===== src/rtl/pulse_meas_pkg.sv =====
// Shared state encoding and default counter width for the pulse measurement block.
package pulse_meas_pkg;

    localparam int unsigned DefWidth = 16;

    typedef enum logic [1:0] {
        StIdle,
        StHigh,
        StLow
    } state_e;

endpackage


===== src/rtl/pulse_meas_edge.sv =====
// Registered copy of the measured input with cke-gated rise/fall detection.
module pulse_meas_edge (
    input  logic i_clk,
    input  logic i_rst,
    input  logic i_cke,
    input  logic i_in,
    output logic o_rise,
    output logic o_fall
);

    logic r_last;

    // Resets high so an input already high at release is not taken as a rise.
    always_ff @(posedge i_clk or posedge i_rst) begin
        if (i_rst) begin
            r_last <= 1'b1;
        end else if (i_cke) begin
            r_last <= i_in;
        end
    end

    assign o_rise = i_in & ~r_last;
    assign o_fall = ~i_in & r_last;

endmodule


===== src/rtl/pulse_meas_digital.sv =====
// Measures high time and period of a digital waveform; results leave on a valid/ready port.
// Define PULSE_MEAS_TIMEOUT_EN to end a phase lasting `timeout` enabled cycles with a timeout result.
module pulse_meas_digital
    import pulse_meas_pkg::*;
#(
    parameter int unsigned width   = DefWidth,
    parameter int unsigned timeout = 1000
) (
    input  logic             clk,
    input  logic             rst,
    input  logic             cke,
    input  logic             in,
    output logic [width-1:0] high_cnt,
    output logic [width-1:0] period_cnt,
    output logic             ovf,
    output logic             valid,
    input  logic             ready
);

    localparam logic [width-1:0] CntMax = '1;
    localparam logic [width-1:0] CntOne = width'(1);
    localparam logic [width:0]   IncOne = (width+1)'(1);

    state_e           r_state, w_state_d;
    logic [width-1:0] r_hcnt, w_hcnt_d;
    logic [width-1:0] r_lcnt, w_lcnt_d;
    logic             r_sat, w_sat_d;
    logic [width-1:0] r_high, r_period;
    logic             r_ovf, r_valid;
    logic             w_cap, w_cap_ovf;
    logic [width-1:0] w_cap_high, w_cap_period;
    logic             w_rise, w_fall;
    logic [width:0]   w_hinc, w_linc, w_sum;

    pulse_meas_edge u_edge (
        .i_clk  (clk),
        .i_rst  (rst),
        .i_cke  (cke),
        .i_in   (in),
        .o_rise (w_rise),
        .o_fall (w_fall)
    );

    // One extra bit on each sum exposes saturation.
    assign w_hinc = {1'b0, r_hcnt} + IncOne;
    assign w_linc = {1'b0, r_lcnt} + IncOne;
    assign w_sum  = {1'b0, r_hcnt} + {1'b0, r_lcnt};

`ifdef PULSE_MEAS_TIMEOUT_EN
    localparam bit               ToReach = (timeout >> width) == 0;
    localparam logic [width:0]   ToLen   = (width+1)'(timeout);
    localparam logic [width-1:0] ToCnt   = width'(timeout);
`else
    logic w_unused_timeout;
    assign w_unused_timeout = (timeout == 0);
`endif

    always_comb begin
        w_state_d    = r_state;
        w_hcnt_d     = r_hcnt;
        w_lcnt_d     = r_lcnt;
        w_sat_d      = r_sat;
        w_cap        = 1'b0;
        w_cap_high   = r_hcnt;
        w_cap_period = w_sum[width] ? CntMax : w_sum[width-1:0];
        w_cap_ovf    = r_sat | w_sum[width];
        if (cke) begin
            unique case (r_state)
                StIdle: begin
                    if (w_rise) begin
                        w_state_d = StHigh;
                        w_hcnt_d  = CntOne;
                        w_lcnt_d  = '0;
                        w_sat_d   = 1'b0;
                    end
                end
                StHigh: begin
                    if (w_fall) begin
                        w_state_d = StLow;
                        w_lcnt_d  = CntOne;
                    end else begin
                        w_hcnt_d = w_hinc[width] ? CntMax : w_hinc[width-1:0];
                        w_sat_d  = r_sat | w_hinc[width];
`ifdef PULSE_MEAS_TIMEOUT_EN
                        if (ToReach && (w_hinc >= ToLen)) begin
                            w_cap        = 1'b1;
                            w_cap_high   = ToCnt;
                            w_cap_period = ToCnt;
                            w_cap_ovf    = 1'b0;
                            w_state_d    = StIdle;
                        end
`endif
                    end
                end
                StLow: begin
                    if (w_rise) begin
                        w_cap     = 1'b1;
                        w_state_d = StHigh;
                        w_hcnt_d  = CntOne;
                        w_lcnt_d  = '0;
                        w_sat_d   = 1'b0;
                    end else begin
                        w_lcnt_d = w_linc[width] ? CntMax : w_linc[width-1:0];
                        w_sat_d  = r_sat | w_linc[width];
`ifdef PULSE_MEAS_TIMEOUT_EN
                        if (ToReach && (w_linc >= ToLen)) begin
                            w_cap        = 1'b1;
                            w_cap_high   = '0;
                            w_cap_period = ToCnt;
                            w_cap_ovf    = 1'b0;
                            w_state_d    = StIdle;
                        end
`endif
                    end
                end
                default: w_state_d = StIdle;
            endcase
        end
    end

    always_ff @(posedge clk or posedge rst) begin
        if (rst) begin
            r_state  <= StIdle;
            r_hcnt   <= '0;
            r_lcnt   <= '0;
            r_sat    <= 1'b0;
            r_high   <= '0;
            r_period <= '0;
            r_ovf    <= 1'b0;
            r_valid  <= 1'b0;
        end else begin
            r_state <= w_state_d;
            r_hcnt  <= w_hcnt_d;
            r_lcnt  <= w_lcnt_d;
            r_sat   <= w_sat_d;
            if (w_cap) begin
                r_high   <= w_cap_high;
                r_period <= w_cap_period;
                r_ovf    <= w_cap_ovf;
            end
            // A new capture wins over a same-cycle acceptance.
            r_valid <= w_cap | (r_valid & ~ready);
        end
    end

    assign high_cnt   = r_high;
    assign period_cnt = r_period;
    assign ovf        = r_ovf;
    assign valid      = r_valid;

endmodule

===== config.mk =====
export PLATFORM = sky130hd
export DESIGN_NAME = pulse_meas_digital
export DESIGN_NICKNAME = d
export VERILOG_FILES = /design/src/rtl/pulse_meas_pkg.sv /design/src/rtl/pulse_meas_edge.sv /design/src/rtl/pulse_meas_digital.sv
export SDC_FILE = /design/constraint.sdc
export NUM_CORES = 1
export LEC_CHECK = 0
export BUFFER_PORTS_ARGS = -buffer_cell sky130_fd_sc_hd__buf_2
export CAP_MARGIN = 15
export CELL_PAD_IN_SITES_DETAIL_PLACEMENT = 1
export CELL_PAD_IN_SITES_GLOBAL_PLACEMENT = 2
export CORE_MARGIN = 2
export CORE_UTILIZATION = 36
export DETAILED_ROUTE_END_ITERATION = 7
export GPL_TIMING_DRIVEN = 1
export HOLD_SLACK_MARGIN = 0.15
export PLACE_DENSITY_LB_ADDON = 0.12
export SYNTH_ARGS = -nofsm -noshare
export SYNTH_HDL_FRONTEND = slang
export SYNTH_SLANG_ARGS = --single-unit

===== constraint.sdc =====
create_clock -name clk -period 4.8 [get_ports clk]
set_input_delay 0 -clock clk [delete_from_list [all_inputs] [get_ports clk]]
set_output_delay 0 -clock clk [all_outputs]
set_load 0.01 [all_outputs]

==> results of run 1 <==
layer usage:
metal | GRT usage | up-vias
met1 | 0.295 | 1875
li1 | - | 1845
met4 | 0.0846 | 0
met5 | 0 | -
met3 | 0.0295 | 12
met2 | 0.319 | 62
kinds of logic after synthesis:
group	count (synthesis)	share of synthesized area
flops	70	0.409
simple gates	164	0.187
xor+xnor	10	0.0204
buf+inv	39	0.0444
fa+ha+maj	23	0.0689
mux	6	0.0149
compound gates	169	0.255
sequential cells by signal, indices dropped and copies added, names as in the netlist:
name,flops
r_state,2
period_cnt,16
u_edge.r_last,1
valid,1
r_hcnt,16
high_cnt,16
r_sat,1
ovf,1
r_lcnt,16
cell usage in the layout (no fill, tap or decap), types with 5 or more instances in the layout:
cell type	Yosys	routed
dfrtp_1	69	69
nand2_1	66	66
o21ai_0	65	65
buf_2	2	38
a21oi_1	28	28
nor2_1	26	26
ha_1	22	22
inv_1	20	19
nand3_1	19	19
o22a_1	10	10
a22o_1	9	9
clkbuf_16	0	9
nand2b_1	7	7
and3_1	7	7
nor3_1	7	7
o31ai_1	6	6
a21o_1	6	6
o21a_1	5	5
xnor2_1	5	5
xor2_1	5	5
o22a_2	5	5
power groups by stage:
stage                     clock, mW  combinational (mW)  sequential [mW]
final                         0.634               0.562            0.786
after global routing          0.673               0.633            0.803
after global placement            0               0.552            0.792
after CTS                     0.650               0.569            0.789
after detailed placement          0               0.564            0.800
after floorplan                   0               0.332            0.821
path summary, 6_finish.rpt:
path	from	to	slack (ns)	cells past startpoint
max	r_hcnt[0]$_DFFE_PP0P_	period_cnt[13]$_DFFE_PP0P_	1.59	8
min	in	r_lcnt[0]$_DFFE_PP0P_	0.18	5
max reg2reg	r_hcnt[0]$_DFFE_PP0P_	period_cnt[13]$_DFFE_PP0P_	1.59	8
min reg2reg	high_cnt[12]$_DFFE_PP0P_	high_cnt[12]$_DFFE_PP0P_	0.47	2
max in group asynchronous	rst	period_cnt[15]$_DFFE_PP0P_	3.69	4
min in group asynchronous	rst	period_cnt[10]$_DFFE_PP0P_	0.49	4
timing repair:
action	4_1_cts	5_1_grt
hold buffers	4	0
setup buffers	0	0
endpoints found under the setup margin	0	0
hold endpoints to repair	73	0
worst reg2reg max path, stage by stage (launching register included):
cell and delay (ns):
dfrtp_1 0.45, ha_1 0.27, fa_1 0.43, a211oi_1 0.35, o21ai_0 0.16, or3b_4 0.27
a31oi_1 0.07, or3_1 0.62, o32a_1 0.46
per-stage QoR:
stage	instances	hold slack, ns
CTS	668	0.182
floorplan	481	0.0964
finish	668	0.183
global route	668	0.250
global placement	648	0.187
detailed placement	648	0.186
cell type report:
type / instances / area share
multi-input cells: 372 / 0.479
flip-flops and latches: 70 / 0.358
repair buffers: 46 / 0.0532
clock buffers: 11 / 0.0496
well taps: 143 / 0.0366
inverters: 21 / 0.0161
clock inverters: 5 / 0.00716
==> metrics.md, run 1 <==
| Metric | Value |
|---|---|
| Most common cell in the synthesized netlist | dfrtp_1 |
| Post-Syn Instances | 481 |
| Max Cap Violations | 0 |
| Die Y | approximately 110 um |
| Top cells by area, synth | dfrtp_1 40%, o21ai_0 7.6%, ha_1 6.4% |
| Number of port buffers | 38 |
| Max-slew violations | 0 |
| Status | complete, but fails checks |
| Post-route cell area | 4890 sq um |
| Setup Total Neg Slack | 0 ns |
| Worst vdd ir | 0.193 mV |
| CTS tree | done |
| Switching Share | 0.344 |
| RSZ-0062 raised after global routing | false |
| H-tree Lvls | 3 |
| WP data required | 5.03 ns |
| Dominant cell type by area after synthesis | dfrtp_1 |
| Largest net degree at the start of global routing | 71 |
| WL met1 | between 6000 and 7000 um |
| Max stage delay on crit path | 0.62 ns |
| Ports | 39 |
| Post-DR vias/cell | approximately 5.7 |
| CP arrival | approximately 3.4 ns |
| Layout cell share with drive strength beyond 1 | 0.152 |
| Final Power | ~2.0 mW |
| Antenna cells | 0 |
| Die W | 113 um |
| Synth Warn # | 0 |
| Slew Limit Headroom | 0.372 |
| Post-Route Utilization | 0.425 |
| Post-layout min period | 3.21 ns |
| Dpl cell area | about 4600 sq um |
| LEAKAGE | about 2.3 nW |
| Crit-path cells | ha_1 > fa_1 > a211oi_1 > o21ai_0 > or3b_4 > a31oi_1 > or3_1 > o32a_1 |
| Initial Util | 0.372 |
| Post-Syn Area | ~4300 sq um |
| Residual DRC count | 6 |
| Post-synthesis net count | between 500 and 600 |
| Total CTS buffers | 9 |
| Antenna violations before repair | 0 |
| Seq pwr share | 0.397 |
| GRT overflow | 0 |
| Seq. cell area | 1750 sq um |
| Top-area cell type share of the netlist area | 0.403 |
| Vias in the first global route | roughly 3800 |
| WP buf/inv | 0 |
| Routability Congestion | roughly 0.8 |
| CORE AREA | between 10000 and 15000 sq um |
| Syn-to-layout area delta | 14.1% |
| Max Fanout on Critical Path | 17 |
| Worst Setup Path Type | reg2reg |
| Clock slew at reported path FFs | roughly 0.060 ns |
| Post-CTS Resized | 0 |
| Area of the multi-input gates | between 2000 and 2500 sq um |
| Initial drt markers | roughly 150 |
| Total Routed Length | between 10000 and 15000 um |
| Hold crit path type | in2reg |
| Slowest CP cell | or3_1 |
| Met3 wire len | a little under 400 um |
| # rows | 39 |
| Nets | about 550 |
| Worst clock skew | roughly 0.0064 ns |
| CTS sink cnt | 70 |
| Pre-antenna DRT Iters | 7 |
| DR WL/cell | roughly 19 um |
| Skew-Pair Late Insertion Delay | ~0.34 ns |
| Failing checks | design-rule violations |
| Vias | about 3800 |
| CP Capture Type | register |
| Final hold violations | 0 |
| Final worst path period share | 0.668 |
| Tot GR Track Use | 0.208 |
| Top cells by count, synth | 69 x dfrtp_1, 66 x nand2_1, 65 x o21ai_0, 28 x a21oi_1, 26 x nor2_1 |
| Family with the most delay on the worst path | compound AO/OA/AOI/OAI gates |
| Clock power share | 0.320 |
| Comb pwr share | 0.284 |
| Root buf cell | clkbuf_16 |
| Slew @ Worst Pin | ~0.94 ns |
| Worst-case clock buffer depth | 2 |
| Ys flop type | dfrtp_1 |
| Detail Placement HPWL | 8830 um |
| First-pass GRT wire length | approximately 21000 um |
| Number of enable flip-flop cells after synthesis | 0 |
| Switch Pwr | 682 uW |
| Final worst slack | 1.59 ns |
| CP Launch Type | register |
| Asr flop ratio synth | 1.00 |
| Register area share after synthesis | 0.409 |
| FMAX | roughly 0.31 GHz |
| Synth unique cells | 70 |
| Fillers | between 1000 and 1500 |
| WL met2 | around 5700 um |
| Die area | approximately 13000 sq um |
| Syn Area/Cell | approximately 9 sq um |
| Worst slack at placement | ~1.6 ns |
| Internal | roughly 1.3 mW |
| Final setup vio count | 0 |
| Antenna Nets Post-Route | 0 |
| Number of synthesized register bits | 70 |
| PwrDens | 405 nW/um^2 |
| Highest signal layer in the routed design | met4 |
No activity file was read; power rests on OpenSTA's default activity.
==> run 2, diff against run 1 <==
clock period = 3.1 ns   (was 4.8 ns; I/O delays follow)
==> metrics.md, run 2 (synthesis results as in run 1) <==
| Metric | Value |
|---|---|
| Status | complete, but fails checks |
| Failing checks | design-rule violations |
| RSZ-0062 raised after global routing | false |
| Max Cap Violations | 0 |
| Hold WS | around 0.18 ns |
| Slew @ Worst Pin | between 0.7 and 0.8 ns |
| CTS sink cnt | 70 |
| Post-DR vias/cell | ~5.7 |
| Initial Util | 0.372 |
| Crit-path cells | ha_1 > fa_1 > a211oi_1 > o21ai_0 > or3b_4 > a31oi_1 > or3_1 > buf_4 > o22a_2 |
| CORE AREA | ~12000 sq um |
| Hold depth | 5 |
| LEAKAGE | 2.36 nW |
| Flop2flop setup slack | 0.26 ns |
| CP Capture Type | register |
| Antenna cells | 0 |
| Total CTS buffers | 9 |
| Antenna Nets Post-Route | 0 |
| Switching Share | 0.345 |
| Nets | roughly 560 |
| Antenna violations before repair | 0 |
| Skew-Pair Late Insertion Delay | ~0.35 ns |
| Seq pwr share | 0.386 |
| Switch Pwr | 1.08 mW |
| Hold crit path type | in2reg |
| Tot GR Track Use | 0.211 |
| FMAX | 0.352 GHz |
| H-tree Lvls | 3 |
| # rows | 39 |
| Internal | ~2.0 mW |
| Hold Path Sink | r_lcnt[0]$_DFFE_PP0P_ |
| R2R depth | 9 |
| Vias | approximately 3800 |
| GRT overflow | 0 |
| CP Launch Type | register |
| Crit path from | r_lcnt[0]$_DFFE_PP0P_ |
| Max stage delay on crit path | roughly 0.44 ns |
| WP data required | ~3.3 ns |
| First-pass GRT wire length | 21000 um |
| Total Routed Length | approximately 13000 um |
| Die W | 113 um |
| Number of port buffers | 38 |
| Initial drt markers | 246 |
| Final setup vio count | 0 |
| Comb pwr share | 0.297 |
| Final worst slack | between 0.2 and 0.3 ns |
| Routability Congestion | 0.856 |
| Root buf cell | clkbuf_16 |
| Clock power share | 0.317 |
| Family with the most delay on the worst path | compound AO/OA/AOI/OAI gates |
| WL met1 | approximately 6200 um |
| Post-layout min period | 2.84 ns |
| Reg2reg end | period_cnt[8]$_DFFE_PP0P_ |
| Clock slew at reported path FFs | around 0.06 ns |
| Detail Placement HPWL | approximately 9300 um |
| Syn-to-layout area delta | 15.7% |
| WL met2 | roughly 5900 um |
| Most frequent cells in the layout | 69 x dfrtp_1, 66 x nand2_1, 65 x o21ai_0 |
| Final hold violations | 0 |
| Worst slack at placement | ~0.27 ns |
| Vias in the first global route | approximately 3900 |
| Highest signal layer in the routed design | met4 |
| Worst-case clock buffer depth | 2 |
| Worst vdd ir | between 0.2 and 0.3 mV |
| Slew Limit Headroom | 0.498 |
| Max Fanout on Critical Path | 8 |
| Max-slew violations | 0 |
| Die Y | approximately 110 um |
| Launching point of the worst reg2reg path | r_lcnt[0]$_DFFE_PP0P_ |
| Setup Total Neg Slack | 0 ns |
| Residual DRC count | 6 |
| CP arrival | approximately 3.1 ns |
| DR WL/cell | approximately 19 um |
| Worst clock skew | roughly 0.009 ns |
| Ports | 39 |
| Commonest non-fill, non-tap cell in the layout | dfrtp_1 |
| PwrDens | roughly 630 nW/um^2 |
| Slowest CP cell | fa_1 |
| Min-delay src | in |
| Met3 wire len | 331 um |
| Pre-antenna DRT Iters | 6 |
| Final worst path period share | 0.917 |
| WP buf/inv | 1 |
| CTS tree | done |
| Worst Setup Path Type | reg2reg |
| Die area | ~13000 sq um |
| Layout cell share with drive strength beyond 1 | 0.167 |
| Largest net degree at the start of global routing | 36 |
==> run 2: power by group through the flow <==
stage	Sequential [mW]	Combinational, mW	Clock [mW]
detailed placement	1.23	0.929	0
CTS	1.21	0.939	1.01
global route	1.23	1.04	1.05
global placement	1.22	0.909	0
floorplan	1.27	0.514	0
finish	1.21	0.927	0.990
==> run 2: timing repair <==
| action | 4_1_cts | 5_1_grt |
|---|---|---|
| hold buffers | 4 | 0 |
| setup buffers | 0 | 0 |
| resized for setup | 0 | 0 |
| endpoints found under the hold margin | 36 | 0 |
==> run 2: layer usage <==
layer,GRT usage,vias up
met1,0.294,1938
met2,0.334,49
li1,-,1845
met3,0.0305,10
met4,0.0797,0
met5,0,-
==> run 2: layout make-up <==
cell class                      instances  area (sq um)
Fill cell                            1362          6560
Clock buffer                           11           243
Tap cell                              143           179
Timing Repair Buffer                   55           328
Multi-Input combinational cell        372          2340
Inverter                               21          78.8
Clock inverter                          5          35.0
Sequential cell                        70          1750
==> run 2: worst reg2reg max path: stages, from the launching register on <==
cell	delay, ns
dfrtp_1	0.43
ha_1	0.25
fa_1	0.44
a211oi_1	0.34
o21ai_0	0.15
or3b_4	0.26
a31oi_1	0.07
or3_1	0.40
buf_4	0.20
o22a_2	0.19
==> run 2: through the flow <==
stage,instance area [sq um],std cells,util,power [mW]
2_1_floorplan,4280,481,-,1.79
3_3_place_gp,4640,657,0.403,2.13
3_5_place_dp,4640,657,0.403,2.16
4_1_cts,4960,677,0.430,3.16
5_1_grt,4960,677,0.430,3.32
6_report,4960,677,0.430,3.12
==> run 2: worst max path at each step <==
stage / to / slack [ns] / cells after the start
final: period_cnt[8]$_DFFE_PP0P_ / 0.26 / 9
after global routing: period_cnt[2]$_DFFE_PP0P_ / 0.06 / 9
after CTS: period_cnt[2]$_DFFE_PP0P_ / 0.26 / 9
after detailed placement: period_cnt[2]$_DFFE_PP0P_ / 0.27 / 9
after global placement: period_cnt[14]$_DFFE_PP0P_ / 0.30 / 9
after floorplan: period_cnt[10]$_DFFE_PP0P_ / 0.44 / 9
